**config.mk**
```make
export PLATFORM = sky130hd
export DESIGN_NAME = first_test_core
export DESIGN_NICKNAME = d
export VERILOG_FILES = /design/src/rtl/first_test_pkg.sv /design/src/rtl/event_counter.sv /design/src/rtl/first_test_core.sv
export SDC_FILE = /design/constraint.sdc
export NUM_CORES = 1
export LEC_CHECK = 0
export ABC_AREA = 1
export CAP_MARGIN = 20
export CORE_AREA = 3 3 40 42
export DETAILED_ROUTE_END_ITERATION = 10
export DIE_AREA = 0 0 43 45
export MAX_ROUTING_LAYER = met4
export SLEW_MARGIN = 20
export SYNTH_ARGS = -nofsm -noshare
export SYNTH_HDL_FRONTEND = slang
export SYNTH_SLANG_ARGS = --single-unit
```
**constraint.sdc**
```tcl
create_clock -name clk -period 1 [get_ports clk]
set_input_delay 0.3 -clock clk [delete_from_list [all_inputs] [get_ports clk]]
set_output_delay 0.3 -clock clk [all_outputs]
set_load 0.01 [all_outputs]
```
**src/rtl/first_test_pkg.sv**
```systemverilog
// first_test_pkg: shared widths and types for the first bring-up block
package first_test_pkg;
    localparam int COUNT_W_DEFAULT = 8;
    typedef logic [COUNT_W_DEFAULT-1:0] count_t;
endpackage

```
**src/rtl/event_counter.sv**
```systemverilog
// event_counter: wrapping event counter with asynchronous clear
module event_counter
    import first_test_pkg::*;
#(
    parameter int COUNT_W = COUNT_W_DEFAULT
) (
    input  logic               clk,
    input  logic               rst,
    input  logic               inc,
    output logic [COUNT_W-1:0] count
);
    always_ff @(posedge clk or posedge rst)
        if (rst) count <= '0;
        else if (inc) count <= count + 1'b1;
endmodule

```
**src/rtl/first_test_core.sv**
```systemverilog
// first_test_core: registered AND of two inputs plus a count of matching cycles
module first_test_core
    import first_test_pkg::*;
#(
    parameter int COUNT_W = COUNT_W_DEFAULT
) (
    input  logic               clk,
    input  logic               rst,
    input  logic               a_in,
    input  logic               b_in,
    output logic               c_out,
    output logic [COUNT_W-1:0] counter
);
    logic match;
    assign match = a_in & b_in;
    always_ff @(posedge clk or posedge rst)
        if (rst) c_out <= 1'b0;
        else c_out <= match;
    event_counter #(.COUNT_W(COUNT_W)) u_cnt (
        .clk(clk),
        .rst(rst),
        .inc(match),
        .count(counter)
    );
endmodule

```
Word level (Yosys, flattened, before mapping)
Cells that the tools add are included.
Widths: inputs -> output; s select.
{ "totals": {"reg_bits": 9, "in_bits": 4, "output_inout_bits": 9, "elab_cells": 4} }
{ "classes": {"add_sub_neg": 1, "bitwise": 1} }
{ "ops": {"columns": ["operator", "n"], "rows": [
  ["$add 8x1->8 const B", 1],
  ["$and 1x1->1", 1]
]} }

Depth between registers and ports, before layout
Gate-level depths: netlist (run 1).
{ "depth": {"ltp_word": 1, "mapped_depth": 7, "mapped_depth_nobuf": 7} }

Modules after synthesis
Synthesis (run 1) repeated with hierarchy kept, for this count alone.
{ "hier_totals": {"hier_cells": 50, "area_unflattened_um2": 442.9} }
{ "modules_own_cells": {"columns": ["module", "instances", "cells_per_inst", "area_each_um2", "seq_area_each_um2"], "rows": [
  ["event_counter", 1, 46, 406.6, 200.2],
  ["first_test_core", 1, 4, 36.3, 25.0]
]} }

Worst setup path after synthesis (run 1)
Ideal clock, no wire load.
{ "synth_timing": {"kind": "flip-flop to flip-flop", "from": "reg u_cnt.count[0]", "to": "reg u_cnt.count[4]", "setup_ns": 0.126, "arrival_time_ns": 0.941, "required_ns": 0.874, "slack_ns": -0.067, "path_stages_with_launch": 6, "n_path_buf": 0, "period_less_slack_ns": 1.067, "path_cell_list": "dfrtp_1 > ha_1 > inv_1 > nor2_4 > nand2_1 > xnor2_1"} }
{ "synth_between": {"elab_chain_cells": 1} }
{ "synth_rtl": {"columns": ["item", "line", "text"], "rows": [
  ["from (decl)", "event_counter.sv:10", "output logic [COUNT_W-1:0] count"],
  ["from (signal assigned)", "event_counter.sv:14", "else if (inc) count <= count + 1'b1;"],
  ["$add 8x1->8", "event_counter.sv:14", null]
]} }
Every way passes these cells.
A chain may end at the register's enable or synchronous reset.

Final worst setup path (run 1)
{ "layout_timing": {"from": "reg u_cnt.count[0]", "to": "reg u_cnt.count[6]"} }
The elaborated chain is that of the path after synthesis.

==> results of run 1 <==
what timing repair did:
item	CTS	global route
endpoints found under the setup margin	15	17
resized for setup	37	7
setup buffers	1	3
hold buffers	0	0
pin swaps	0	6
how the worst max path moves through the flow:
| stage | endpoint | startpoint | cells after the start |
|---|---|---|---|
| 2_1_floorplan | u_cnt.count[4] | u_cnt.count[0] | 5 |
| 6_report | u_cnt.count[6] | u_cnt.count[0] | 7 |
| 3_3_place_gp | u_cnt.count[5] | a_in | 6 |
| 4_1_cts | u_cnt.count[6] | u_cnt.count[0] | 8 |
| 3_5_place_dp | u_cnt.count[7] | a_in | 6 |
| 5_1_grt | u_cnt.count[6] | u_cnt.count[1] | 7 |
state kept, by name (all words and copies together) (netlist names):
name         cells
c_out            1
u_cnt.count      8
logic make-up after synthesis:
kind of cell | share of synthesized area [%]
simple gates | 28.25
buf+inv | 10.17
flops | 50.85
xor+xnor | 7.911
fa+ha+maj | 2.824
power by group through the flow:
stage / clock, mW / combinational, mW / sequential, mW
2_1_floorplan: 0 / 0.263 / 0.678
3_3_place_gp: 0 / 0.883 / 0.545
3_5_place_dp: 0 / 0.890 / 0.547
4_1_cts: 0.302 / 0.801 / 0.542
5_1_grt: 0.307 / 1.09 / 0.569
6_report: 0.289 / 0.979 / 0.547
layout make-up:
type                       instances  share of cell area, %
clock buffer                       4                  3.640
inverter                          12                  6.239
multi-input combinational         31                  27.04
sequential                         9                  31.20
tap                               15                  2.600
timing repair buffer              26                  29.29
layout by cell type (no fill, tap or decap), drive strengths merged:
master	count
buf	23
nand2	18
inv	12
dfrtp	9
nand3	4
clkbuf	4
nor2	3
xor2	2
xnor2	2
dlymetal6s2s	2
nand4	1
ha	1
clkdlybuf4s50	1
layer usage:
layer | track usage, % | up-vias | part of all wire (%)
met4 | 9.036 | 0 | 2.8
met1 | 12.62 | 173 | 42
met2 | 16.17 | 11 | 49
li1 | - | 212 | -
met5 | - | - | 0
met3 | 2.390 | 5 | 6.4
worst max-delay path, delay by kind of cell (launching register included):
kind	cells	cell delay [ns]
AND/OR/NAND/NOR	3	0.33
buffers and inverters	3	0.20
flip-flops	1	0.36
adder cells (fa/ha/maj)	1	0.13
metrics by stage:
stage          utilization, %  area (um2)   TNS, ns  hold slack [ns]  total power, mW
3_5_place_dp            52.29       671.9    -4.083           0.5452            1.437
2_1_floorplan               -       445.4  -0.09324           0.1279           0.9410
3_3_place_gp            52.29       671.9    -3.982           0.5410            1.429
4_1_cts                 51.70       664.4    -1.236           0.3291            1.645
6_report                56.18       721.9    -1.036           0.3263            1.815
5_1_grt                 56.18       721.9    -1.748           0.3554            1.966
==> impl_metrics.yaml, run 1 <==
outcome:
  status: "finished with violations"
  violations: "negative setup slack"
pwr:
  swShare_pct: 36.49
  power.switching_uw: 662.3
  ir_worst_vdd_mv: 1.320
  clkPwrFrac_pct: 15.9
  p_leak_nw: 0.4093
  pwr-share-seq_pct: 30.1
  power_density_nw_per_um2: 2514
  pwr-share-comb_pct: 53.9
  internal-power_mw: 1.153
setup_path:
  cp_slowest_stage_delay_ns: 0.36
  required_ns: 1.16
  r2r_start: "u_cnt.count[0]"
  critPathCaptureType: "register"
  critPathArrivalTime_ns: 1.29
  worstSetupPathType: "reg2reg"
  cp_slowest_cell: "dfrtp_1"
  crit_path_start_kind: "register"
  cp_max_fo: 4
  worst_r2r_endpoint: "u_cnt.count[6]"
  ff2ff_path_depth: 7
  rrSetupSlack_ns: -0.12
  worstPathCellList: "buf_6 -> ha_4 -> inv_2 -> nor2_4 -> nand4_1 -> nand2_1 -> inv_1"
grt:
  first_global_vias: 375
  grt_usage_pct: 10.91
  antenna_found_initial: 0
  overflow: 0
  grt_max_degree: 10
  grt_pass1_wl_um: 1455
cells_and_area:
  multi_input_area_um2: 195.2
  num-nets-final: 88
  final_cell_count_no_fill: 97
  nFillCells: 121
  n_antenna_cell: 0
  area_growth_pct: 62.99
  seqCellArea_um2: 225.2
  drive_gt1_share_pct: 40.24
worst_hold_path:
  hp-class: "in2async"
detailed_routing:
  via_per_inst: 4.134
  wl_per_cell_um: 9.804
  ant_nets: 0
  drtIter0Drc: 2
  via_count: 401
  drc: 0
  wl_um: 951
  dr.pass1.iters: 3
synth:
  ys_warn_count: 0
  yosysTopAreaCellShare_pct: 50.85
  synth_edf_count: 0
  syn_nets: 57
  synth_ff_type: "dfrtp_1"
  seq_area_frac_synth_pct: 50.85
  synthTopCellsByCount: "nand2_1, inv_1, dfrtp_1"
  syn_area_um2: 442.9
  avgSynthCellArea_um2: 8.518
  synth_seq_cells: 9
  synthDistinctLibCells: 11
  synthTopCellsByArea: "dfrtp_1, nand2_1, inv_1"
  synth-async-reset-ratio_pct: 100.0
  netlist_instances: 52
  synth_top_area_cell: "dfrtp_1"
  synth.most_common_cell: "nand2_1"
timing:
  hold_viol: 0
  fin_ws_ns: -0.1244
  worst_slew_pin_slew_ns: 0.1306
  final-setup-viol-count: 15
  maxSlewHeadroom_pct: 91.26
  min_period_ns: 1.124
  period_share_pct: 112.4
  finalMaxSlewViolations: 0
  fmax_ghz: 0.8894
  rsz0062_at_grt: "true"
  skew_ns: 0.003223
cts:
  clk_pin_slew_worst_paths_ns: 0.06
  cts_tree: "done"
  cts_buffer_depth: 2
  cts_buffers: 3
  cts_num_sinks: 9
  clockRootBuffer: "clkbuf_4"
  htreeDepth: 1
  clock_latency_ns: 0.27
die:
  design.core.area_um2: 1285
  boundaryPins: 13
  start_util_pct: 34.47
  fp.dieW_um: 43
  die_area_um2: 1935
  rows: 13
  die_height_um: 45
placed_design:
  place_ws_ns: -0.3793
  io_buffers: 12
  dp_cells: 89
  place_hpwl_um: 634.2
  gp_congestion: 0.7381
run:
  maxCapViolations: 0
Note: power is estimated with default switching activity, not from simulation.
==> run 2: changes to the inputs <==
CORE_AREA = 2 2 39 41   (was 3 3 40 42)
DIE_AREA = 0 0 41 43   (was 0 0 43 45)
RECOVER_POWER = 100   (was unset)
==> impl_metrics.yaml, run 2 (synthesized netlist as in run 1, its figures left out) <==
outcome:
  status: "finished with violations"
  violations: "negative setup slack"
die:
  die_area_um2: 1763
  start_util_pct: 32.01
  design.core.area_um2: 1384
  die_height_um: 43
  boundaryPins: 13
  fp.dieW_um: 41
  rows: 14
pwr:
  total_power_mw: 1.792
  power_density_nw_per_um2: 2531
  ir_worst_vdd_mv: 1.384
  p_leak_nw: 0.3775
cells_and_area:
  regMostFlops: "u_cnt.count"
  area_growth_pct: 59.89
  largest_reg_flops: 8
  finish.instance_area_um2: 708.2
  num-nets-final: 86
  n_antenna_cell: 0
  reg_top3: "u_cnt.count (8), c_out (1)"
  final_cell_mix: "nand2_1, inv_1, dfrtp_1"
  drive_gt1_share_pct: 43.75
  nFillCells: 148
  final_common_cell: "nand2_1"
detailed_routing:
  ant_nets: 0
  wl_per_cell_um: 9.250
  via_count: 406
  drc: 0
  wl_um: 888
  via_per_inst: 4.229
  drtIter0Drc: 3
  dr.pass1.iters: 4
setup_path:
  cp_slowest_cell: "dfrtp_1"
  worstSetupPathType: "reg2out"
  worstPathCellList: "buf_2"
  cp_slowest_stage_delay_ns: 0.40
  path_delay_family: "flip-flops"
  required_ns: 0.70
  ff2ff_path_depth: 6
  crit_path_start_kind: "register"
  rrSetupSlack_ns: -0.08
  critPathCaptureType: "output port"
  crit_buf_inv: 1
  worst_r2r_endpoint: "u_cnt.count[4]"
  cp_max_fo: 2
  critPathArrivalTime_ns: 0.81
  r2r_start: "u_cnt.count[0]"
cts:
  cts_buffer_depth: 2
  htreeDepth: 1
  cts_num_sinks: 9
  clk_pin_slew_worst_paths_ns: 0.06
  clockRootBuffer: "clkbuf_4"
  cts_buffers: 3
  cts_tree: "done"
  clock_latency_ns: 0.26
  holdBufCountCts: 0
timing:
  fmax_ghz: 0.9031
  finalMaxSlewViolations: 0
  min_period_ns: 1.107
  worst_slew_pin_slew_ns: 0.4935
  maxSlewHeadroom_pct: 67.10
  fin_ws_ns: -0.1073
  skew_ns: 0.002770
  rsz0062_at_grt: "true"
  period_share_pct: 110.7
  hold_viol: 0
  final-setup-viol-count: 14
grt:
  antenna_found_initial: 0
  grt_pass1_wl_um: 1524
  grt_usage_pct: 13.69
  first_global_vias: 373
  overflow: 0
  grt_max_degree: 10
placed_design:
  io_buffers: 12
  post_dp_cell_area_um2: 673.1
  place_hpwl_um: 650
  gp_congestion: 0.7891
worst_hold_path:
  hp-class: "in2async"
run:
  maxCapViolations: 0
-- run 2: timing repair --
action	in CTS	in global routing
setup endpoints to repair	15	16
gates resized for setup	45	5
buffers inserted	2	0
pin swaps	5	6
-- run 2: through the flow --
stage	util, %	instances	setup TNS (ns)	setup WS (ns)	hold slack, ns
2_1_floorplan	-	52	-0.09324	-0.06092	0.1279
3_3_place_gp	48.64	90	-4.021	-0.3666	0.5453
3_5_place_dp	48.64	90	-4.074	-0.3689	0.5505
4_1_cts	51.09	96	-0.9278	-0.09977	0.3330
5_1_grt	51.18	96	-1.797	-0.1524	0.5883
6_report	51.18	96	-0.8584	-0.1073	0.5580
-- run 2: how the worst max path moves through the flow --
stage / to / slack (ns) / startpoint / cells past startpoint
after global placement: u_cnt.count[7] / -0.37 / a_in / 6
after floorplan: u_cnt.count[4] / -0.06 / u_cnt.count[0] / 5
after detailed placement: u_cnt.count[7] / -0.37 / b_in / 6
after CTS: counter[2] / -0.1 / u_cnt.count[2] / 1
after global routing: u_cnt.count[6] / -0.15 / u_cnt.count[0] / 7
final: counter[2] / -0.11 / u_cnt.count[2] / 1
-- run 2: routing by layer --
layer | vias up | share of wire (%) | global-route usage [%]
met5 | - | 0 | -
met4 | 0 | 3.5 | 10.00
met3 | 5 | 6.3 | 4.712
met2 | 11 | 49 | 19.06
met1 | 181 | 41 | 15.51
li1 | 209 | - | -
-- run 2: cell type report --
type | count | area, um2 | share of cell area, %
Sequential cell | 9 | 225.2 | 31.80
Tap cell | 16 | 20.02 | 2.827
Inverter | 12 | 45.04 | 6.360
Timing Repair Buffer | 24 | 176.4 | 24.91
Clock buffer | 4 | 26.28 | 3.710
Multi-Input combinational cell | 31 | 215.2 | 30.39
-- run 2: power breakdown --
part           internal, mW  switching (mW)  leakage (nW)  total, mW
Clock                 0.154           0.134        0.0150      0.288
Sequential            0.485          0.0671         0.101      0.552
Combinational         0.489           0.463         0.262      0.952
Total                  1.13           0.664         0.378       1.79
==> run 3: changes to the inputs <==
TNS_END_PERCENT = 1   (was unset)
==> impl_metrics.yaml, run 3 (synthesized netlist as in run 1, its figures left out) <==
timing:
  skew_ns: 0.004003
  rsz0062_at_grt: "true"
  maxSlewHeadroom_pct: 65.96
  fin_ws_ns: -0.09071
  min_period_ns: 1.091
  final-setup-viol-count: 14
  holdWs_ns: 0.4397
  hold_viol: 0
  fmax_ghz: 0.9168
  finalMaxSlewViolations: 0
  setup-tns-final_ns: -0.8060
  period_share_pct: 109.1
  worst_slew_pin_slew_ns: 0.5106
cells_and_area:
  area_growth_pct: 53.39
  final_cell_count_no_fill: 95
  drive_gt1_share_pct: 39.24
  largest_reg_flops: 8
  regMostFlops: "u_cnt.count"
  multi_input_area_um2: 200.2
  n_antenna_cell: 0
  nFillCells: 155
  final_common_cell: "nand2_1"
  final_cell_mix: "nand2_1, inv_1, dfrtp_1, buf_2, buf_4"
  reg_top3: "u_cnt.count (8), c_out (1)"
  seqCellArea_um2: 225.2
  num-nets-final: 85
grt:
  first_global_vias: 394
  grt_usage_pct: 14.18
  grt_max_degree: 10
  overflow: 0
  grt_pass1_wl_um: 1600
  antenna_found_initial: 0
setup_path:
  required_ns: 0.70
  path_delay_family: "flip-flops"
  cp_slowest_cell: "dfrtp_1"
  cp_max_fo: 2
  critPathArrivalTime_ns: 0.79
  critPathCaptureType: "output port"
  worstSetupPathType: "reg2out"
  worstPathCellList: "buf_2"
  cp_slowest_stage_delay_ns: 0.39
  crit_buf_inv: 1
  crit_path_start_kind: "register"
die:
  rows: 14
  fp.dieW_um: 41
  design.core.area_um2: 1384
  die_height_um: 43
  start_util_pct: 32.01
  boundaryPins: 13
  die_area_um2: 1763
detailed_routing:
  via_per_inst: 4.221
  dr.pass1.iters: 4
  wl_um: 925
  via_count: 401
  ant_nets: 0
  drc: 0
  wl_per_cell_um: 9.737
  drtIter0Drc: 9
cts:
  cts_num_sinks: 9
  cts_buffer_depth: 2
  clock_latency_ns: 0.26
  holdBufCountCts: 0
  cts_tree: "done"
  clockRootBuffer: "clkbuf_4"
  cts_buffers: 3
  clk_pin_slew_worst_paths_ns: 0.07
  htreeDepth: 1
outcome:
  status: "finished with violations"
  violations: "negative setup slack"
pwr:
  power_density_nw_per_um2: 2566
  total_power_mw: 1.744
  pwr-share-seq_pct: 31.3
  internal-power_mw: 1.090
  swShare_pct: 37.50
  p_leak_nw: 0.3674
  ir_worst_vdd_mv: 1.067
  power.switching_uw: 653.9
  clkPwrFrac_pct: 16.7
  pwr-share-comb_pct: 52.0
placed_design:
  place_hpwl_um: 684.1
  io_buffers: 12
  dp_cells: 90
  place_ws_ns: -0.3775
  gp_congestion: 0.7793
worst_hold_path:
  hp-class: "in2async"
run:
  maxCapViolations: 0
-- run 3: cell types whose count changed in the layout (fill, tap and decap cells not counted) --
cell / previous run / this run
nand3_4: 1 / 0
nand3_1: 1 / 3
nand3_2: 2 / 1
buf_4: 8 / 7
buf_2: 8 / 9
nand2_4: 0 / 1
clkdlybuf4s50_1: 0 / 1
buf_6: 4 / 3
dlygate4sd3_1: 1 / 0
nand2_1: 14 / 15
nand2_2: 4 / 2
-- run 3: repair_timing --
action	CTS	global route
setup endpoints to repair	15	15
endpoints found under the hold margin	0	0
resized for setup	45	1
pin swaps	4	5
gates cloned	0	0
setup buffers	1	0
-- run 3: routing by layer --
layer | vias to the layer above | track usage [%] | share of wire [%]
met2 | 8 | 19.69 | 51
met5 | - | - | 0
met3 | 2 | 3.141 | 3.8
met4 | 0 | 8.000 | 1.5
li1 | 206 | - | -
met1 | 185 | 18.36 | 44
-- run 3: power groups by stage --
| stage | combinational, mW | sequential, mW | clock, mW |
|---|---|---|---|
| 2_1_floorplan | 0.262 | 0.678 | 0 |
| 3_3_place_gp | 0.880 | 0.547 | 0 |
| 3_5_place_dp | 0.884 | 0.551 | 0 |
| 4_1_cts | 0.894 | 0.546 | 0.300 |
| 5_1_grt | 1.00 | 0.563 | 0.328 |
| 6_report | 0.906 | 0.546 | 0.291 |
-- run 3: final cells by class --
cell class	instances	share of cell area (%)
clock buffers	4	3.867
inverters	12	6.630
multi-input cells	31	29.47
flip-flops and latches	9	33.15
well taps	16	2.947
repair buffers	23	23.94
-- run 3: per-stage QoR --
stage / util (%) / instance area, um2
2_1_floorplan: - / 445.4
3_3_place_gp: 47.74 / 660.6
3_5_place_dp: 47.74 / 660.6
4_1_cts: 49.01 / 678.2
5_1_grt: 49.10 / 679.4
6_report: 49.10 / 679.4
-- run 3: final timing paths --
check,start,endpoint,slack [ns],depth (start not counted)
setup / recovery,u_cnt.count[2],counter[2],-0.09,1
hold / removal,rst,c_out,0.44,3
setup reg to reg,u_cnt.count[0],u_cnt.count[6],-0.07,8
hold reg to reg,u_cnt.count[3],u_cnt.count[3],0.57,2
max in group asynchronous,rst,u_cnt.count[6],0.22,3
min in group clk,u_cnt.count[3],u_cnt.count[3],0.57,2
